**src/rtl/store_monitor.sv**
```systemverilog
// Store-interface responder: classifies processor stores against the completion
// protocol, logs them into a first-word-fall-through FIFO and detects idle hangs.
module store_monitor #(
    parameter logic [31:0] DONE_ADR    = 32'd100,
    parameter logic [31:0] DONE_VAL    = 32'd7,
    parameter logic [31:0] SCRATCH_ADR = 32'd96,
    parameter int          LOG_DEPTH   = 8,
    parameter int          TIMEOUT     = 1024
) (
    input  logic        clk,
    input  logic        reset,
    input  logic        MemWrite,
    input  logic [31:0] DataAdr,
    input  logic [31:0] WriteData,
    output logic        done,
    output logic        pass,
    output logic        fail,
    output logic        timeout,
    output logic [15:0] store_count,
    input  logic        log_rd,
    output logic        log_valid,
    output logic [31:0] log_adr,
    output logic [31:0] log_data,
    output logic        log_overflow
);

    localparam int AW     = (LOG_DEPTH > 1) ? $clog2(LOG_DEPTH) : 1;
    localparam int IDLE_W = (TIMEOUT > 0) ? $clog2(TIMEOUT + 1) : 1;
    localparam logic [IDLE_W-1:0] IDLE_MAX = IDLE_W'(TIMEOUT);

    typedef enum logic [1:0] {
        ST_RUN,
        ST_PASS,
        ST_FAIL
    } state_t;

    state_t              state_q, state_d;
    logic [IDLE_W-1:0]   idle_q, idle_d;
    logic [15:0]         count_q, count_d;
    logic                done_q, done_d;
    logic                pass_q, pass_d;
    logic                fail_q, fail_d;
    logic                timeout_q, timeout_d;
    logic                push;

    logic [AW:0]         wr_ptr_q, wr_ptr_d;
    logic [AW:0]         rd_ptr_q, rd_ptr_d;
    logic                overflow_q, overflow_d;
    logic                valid_q, valid_d;
    logic [63:0]         head_q, head_d;
    logic [63:0]         mem_q [LOG_DEPTH];
    logic                fifo_empty, fifo_full, pop_ok, push_ok;

    // Run-state classification and idle watchdog
    always_comb begin
        state_d   = state_q;
        idle_d    = idle_q;
        count_d   = count_q;
        timeout_d = timeout_q;
        push      = 1'b0;
        if (state_q == ST_RUN) begin
            if (MemWrite) begin
                push   = 1'b1;
                idle_d = '0;
                if (count_q != 16'hFFFF) begin
                    count_d = count_q + 16'd1;
                end
                if (DataAdr == DONE_ADR && WriteData == DONE_VAL) begin
                    state_d = ST_PASS;
                end else if (DataAdr != SCRATCH_ADR) begin
                    state_d = ST_FAIL;
                end
            end else if (idle_q == IDLE_MAX) begin
                state_d   = ST_FAIL;
                timeout_d = 1'b1;
            end else begin
                idle_d = idle_q + {{(IDLE_W-1){1'b0}}, 1'b1};
            end
        end
        pass_d = (state_d == ST_PASS);
        fail_d = (state_d == ST_FAIL);
        done_d = pass_d | fail_d;
    end

    // Log FIFO; the extra pointer bit separates full from empty
    always_comb begin
        fifo_empty = (wr_ptr_q == rd_ptr_q);
        fifo_full  = (wr_ptr_q[AW] != rd_ptr_q[AW]) &&
                     (wr_ptr_q[AW-1:0] == rd_ptr_q[AW-1:0]);
        pop_ok     = log_rd && !fifo_empty;
        push_ok    = push && (!fifo_full || pop_ok);
        wr_ptr_d   = wr_ptr_q + {{AW{1'b0}}, push_ok};
        rd_ptr_d   = rd_ptr_q + {{AW{1'b0}}, pop_ok};
        overflow_d = overflow_q | (push && !push_ok);
        valid_d    = 1'b0;
        head_d     = '0;
        if (wr_ptr_d != rd_ptr_d) begin
            valid_d = 1'b1;
            // The new head may be the entry being written on this very edge
            if (push_ok && (rd_ptr_d == wr_ptr_q)) begin
                head_d = {DataAdr, WriteData};
            end else begin
                head_d = mem_q[rd_ptr_d[AW-1:0]];
            end
        end
    end

    always_ff @(posedge clk) begin
        if (push_ok) begin
            mem_q[wr_ptr_q[AW-1:0]] <= {DataAdr, WriteData};
        end
    end

    always_ff @(posedge clk or posedge reset) begin
        if (reset) begin
            state_q    <= ST_RUN;
            idle_q     <= '0;
            count_q    <= '0;
            done_q     <= 1'b0;
            pass_q     <= 1'b0;
            fail_q     <= 1'b0;
            timeout_q  <= 1'b0;
            wr_ptr_q   <= '0;
            rd_ptr_q   <= '0;
            overflow_q <= 1'b0;
            valid_q    <= 1'b0;
            head_q     <= '0;
        end else begin
            state_q    <= state_d;
            idle_q     <= idle_d;
            count_q    <= count_d;
            done_q     <= done_d;
            pass_q     <= pass_d;
            fail_q     <= fail_d;
            timeout_q  <= timeout_d;
            wr_ptr_q   <= wr_ptr_d;
            rd_ptr_q   <= rd_ptr_d;
            overflow_q <= overflow_d;
            valid_q    <= valid_d;
            head_q     <= head_d;
        end
    end

    assign done         = done_q;
    assign pass         = pass_q;
    assign fail         = fail_q;
    assign timeout      = timeout_q;
    assign store_count  = count_q;
    assign log_valid    = valid_q;
    assign log_adr      = head_q[63:32];
    assign log_data     = head_q[31:0];
    assign log_overflow = overflow_q;

endmodule

```
**config.mk**
```make
export PLATFORM = sky130hd
export DESIGN_NAME = store_monitor
export DESIGN_NICKNAME = d
export VERILOG_FILES = /design/src/rtl/store_monitor.sv
export SDC_FILE = /design/constraint.sdc
export NUM_CORES = 1
export LEC_CHECK = 0
export ABC_AREA = 0
export CORE_UTILIZATION = 49
export DETAILED_ROUTE_END_ITERATION = 16
export GPL_TIMING_DRIVEN = 0
export HOLD_SLACK_MARGIN = 0.05
export PLACE_DENSITY = 0.68
export SLEW_MARGIN = 20
export SYNTH_ARGS = -nofsm -noshare
export SYNTH_HDL_FRONTEND = slang
export SYNTH_SLANG_ARGS = --single-unit
```
**constraint.sdc**
```tcl
create_clock -name clk -period 17 [get_ports clk]
set_input_delay 3.4 -clock clk [delete_from_list [all_inputs] [get_ports clk]]
set_output_delay 3.4 -clock clk [all_outputs]
set_load 0.01 [all_outputs]
```
==> metrics.txt <==
status=complete, no violations; total core area=48,800 µm²; minimum clock period after layout=just over 6 ns; clock input transition at the sequential cells of the worst setup and hold paths=~0.06 ns; # setup viols final=0; Pint=0.00347 W; nets=1,558; combinational share of power=about a third; DRT iter0 DRCs=1,037; CTS buffer count=59; Worst R2R End=head_q[52]$_DFF_PP0_; Worst VDD drop=approximately 90 µV; Clock Power Share=approximately 29%; Fillers=3,551; Hold Path Depth=1; total of max-cap violations=0; Max Root-Sink Buffers=3; total power=0.00488 W; RD Place Congestion=a little under 0.8; Worst Hold Launch=timeout$_DFFE_PP0P_; CP most frequent cell=buf_2; I/O Pins=~150; ratio of cells with drive above 1 in the final layout=about 29%; # diodes=0; Buffers on Ports=roughly 150; slowest CP cell=nor4b_2; vias in the first global route=12,800; DR vias/cell=roughly 5.6; DRT Pass-1 Iters=5; WHS Endpoint=timeout$_DFFE_PP0P_; post-cts repair resize count=0; GRT Resource Usage Total=a little over a fifth; CP max FO=10; Worst Hold Class=reg -> reg; pwr/cell area=between 150 and 200 nW/µm²; Final Cycle Share=around 36%; Seq pwr share=between 30% and 40%; final slew viol count=0; RSZ-0062 raised after global routing=false; drt drc=0; Synthesized Nets=roughly 1,300; Post-CTS Setup Bufs=0; post-route setup TNS=0 ns; Die Area=approximately 50,000 µm²; post-synth top area cell=edfxtp_1; Slew HR=a little over two fifths; FF-to-FF Start=wr_ptr_q[1]$_DFF_PP0_; Net Sw Frac=between 20 and 30%; Sw Pwr=roughly 0.0014 W; drt total wl=approximately 53 mm; worst reg-to-reg setup slack=around 13 ns; Worst R2R Path Depth=11; Layout Area Growth over Synthesis=21.3%; Worst Max-Slew Pin Slew=0.865 ns; standard-cell rows=81; Chip Height=224 µm; wire per inst=around 24 µm; # clock sinks=between 600 and 700; worst-case clock skew=about 0.012 ns; Crit. End Element=flip-flop; WP data required=17.31 ns; total global routing overflow=0; top post-synthesis cells by area=edfxtp_1 (63%), mux4_2 (12%), dfrtp_1 (11%); EDFF count, synth=slightly above 500; pin count of the biggest net entering global routing=65; H-tree depth=2; Worst Setup Path Type=in -> reg; worst-skew pair later-pin latency=between 0.6 and 0.7 ns; Yosys cell types=50; Synthesis Warnings=0; initial core utilization=approximately half; CTS tree=yes; Chip Width=between 200 and 250 µm; Gate Count Post-Synth=about 1,200; register area share after synthesis=about 74%; post-DP HPWL=roughly 35 mm; root buffer cell=clkbuf_16; initial antenna violation count=4; Fmax achieved=roughly 0.16 GHz; top cell type's share of synthesized area=roughly 63%; Routed Antenna Nets=0; CP startpoint kind=input pin; Cell Area, Synth=24,200 µm²; Final Hold Viols=0; #FFs+latches synth=just over 600; Async S/R FF share, synth=between 10% and 20%; CP peak stage delay=approximately 0.7 ns; CP Cell Sequence=clkbuf_1 -> nor3b_2 -> buf_2 -> nand2_1 -> nor4b_2 -> buf_4 -> buf_2 -> buf_2 -> buf_2; Main synth FF type=edfxtp_1; Worst Hold Margin=roughly 0.47 ns; WP data arrival=around 6.5 ns; Syn Area/Cell=between 20 and 25 µm²; first-pass GRT wire length=between 70 and 80 mm; CTS Hold Bufs=0; via count=roughly 12,000; LEAKAGE=roughly 10 nW
[placed cells by master (no fill, tap or decap), types with 3 or more instances in the layout]
cell and instances:
xnor2_1 18, nand4_1 15, clkbuf_8 9, and2_1 3, buf_4 51, nor3_1 9, nor3_2 3, nor3b_2 3
inv_6 3, buf_16 5, nor4_1 15, nor2_1 84, clkinvlp_4 3, xor2_1 21, buf_6 16, ha_1 9
bufinv_16 10, buf_2 62, clkdlybuf4s50_1 152, edfxtp_1 512, clkinv_2 11, a211oi_2 64, mux2i_1 64, inv_1 13
nand3_1 11, dfrtp_1 107, mux4_2 128, clkbuf_16 60, clkbuf_1 23, nand2_1 12
[stage by stage]
step                instances  setup WS (ns)  cell area [µm²]  utilization [%]
global route             2194          10.71            29400             60.2
finish                   2194          10.85            29400             60.2
global placement         2002          -1.84            26600             54.5
CTS                      2194          10.82            29400             60.2
detailed placement       2084          10.15            27300             55.9
floorplan                1186           5.50            24200                -
[how the worst max path moves through the flow]
stage                    start                endpoint  slack (ns)
global route        DataAdr[6]          done$_DFF_PP0_       10.71
finish                MemWrite  mem_q[4][24]$_DFFE_PP_       10.85
detailed placement    MemWrite  mem_q[4][27]$_DFFE_PP_       10.15
floorplan             MemWrite   mem_q[2][0]$_DFFE_PP_        5.50
CTS                   MemWrite  mem_q[4][24]$_DFFE_PP_       10.82
global placement      MemWrite  mem_q[4][38]$_DFFE_PP_       -1.84
[critical path, delay by kind of cell]
kind	cells	cell delay, ns
buffers and inverters	6	1.63
and+or+nand+nor	3	1.43
[area by class of cell]
type	instances	area (µm²)	share of cell area, %
sequential	619	18100	61.4
multi-input combinational	489	5800	19.7
timing repair buffer	234	2190	7.44
clock buffer	82	1670	5.69
tap	664	831	2.82
clock inverter	28	415	1.41
buffer	63	384	1.31
inverter	15	61.3	0.208
[power by group through the flow]
stage                     Combinational, W  Sequential, W  Clock [W]
after floorplan                    0.00116        0.00184          0
after global placement             0.00172        0.00180          0
after detailed placement           0.00174        0.00180          0
after CTS                          0.00175        0.00177    0.00142
after global routing               0.00183        0.00178    0.00147
final                              0.00172        0.00177    0.00140
[layer usage]
layer	routed length (µm)	share of wire (%)	up-vias	global-route usage, %
met4	1120	2.1	8	6.30
met5	50	0.095	-	0
met2	25900	49	386	34.8
li1	-	-	5386	-
met3	3240	6.1	89	3.98
met1	22500	43	6438	30.1
[cells in the mapped netlist (2+ instances only)]
library cell	count
buf_2	31
inv_1	14
nand4_1	15
nor4_1	16
nor3_1	11
nor2_1	85
ha_1	9
buf_4	13
clkbuf_1	10
a211oi_2	64
xnor2_1	18
dfrtp_1	107
mux4_2	128
nand3_1	11
xor2_1	21
o21a_1	2
mux2i_1	64
buf_6	8
nor4b_1	3
and2_1	3
edfxtp_1	512
nor3b_1	2
nand2_1	12
[flip-flops by register name (all words and copies together) (netlist names)]
register / cells
head_q: 64
done: 1
store_count: 16
idle_q: 11
log_overflow: 1
state_q: 2
log_valid: 1
fail: 1
wr_ptr_q: 4
mem_q: 512
rd_ptr_q: 4
timeout: 1
pass: 1
[cells by family (layout without fill, tap and decap cells)]
family	count (synthesis)	count (layout)	synth area share [%]
flops	619	619	74.4
mux	193	193	14.6
simple gates	169	169	3.42
compound gates	78	78	3.78
buf+inv	78	422	1.82
xor+xnor	40	40	1.51
fa+ha+maj	9	9	0.464
(Power assumes the default switching activity.)
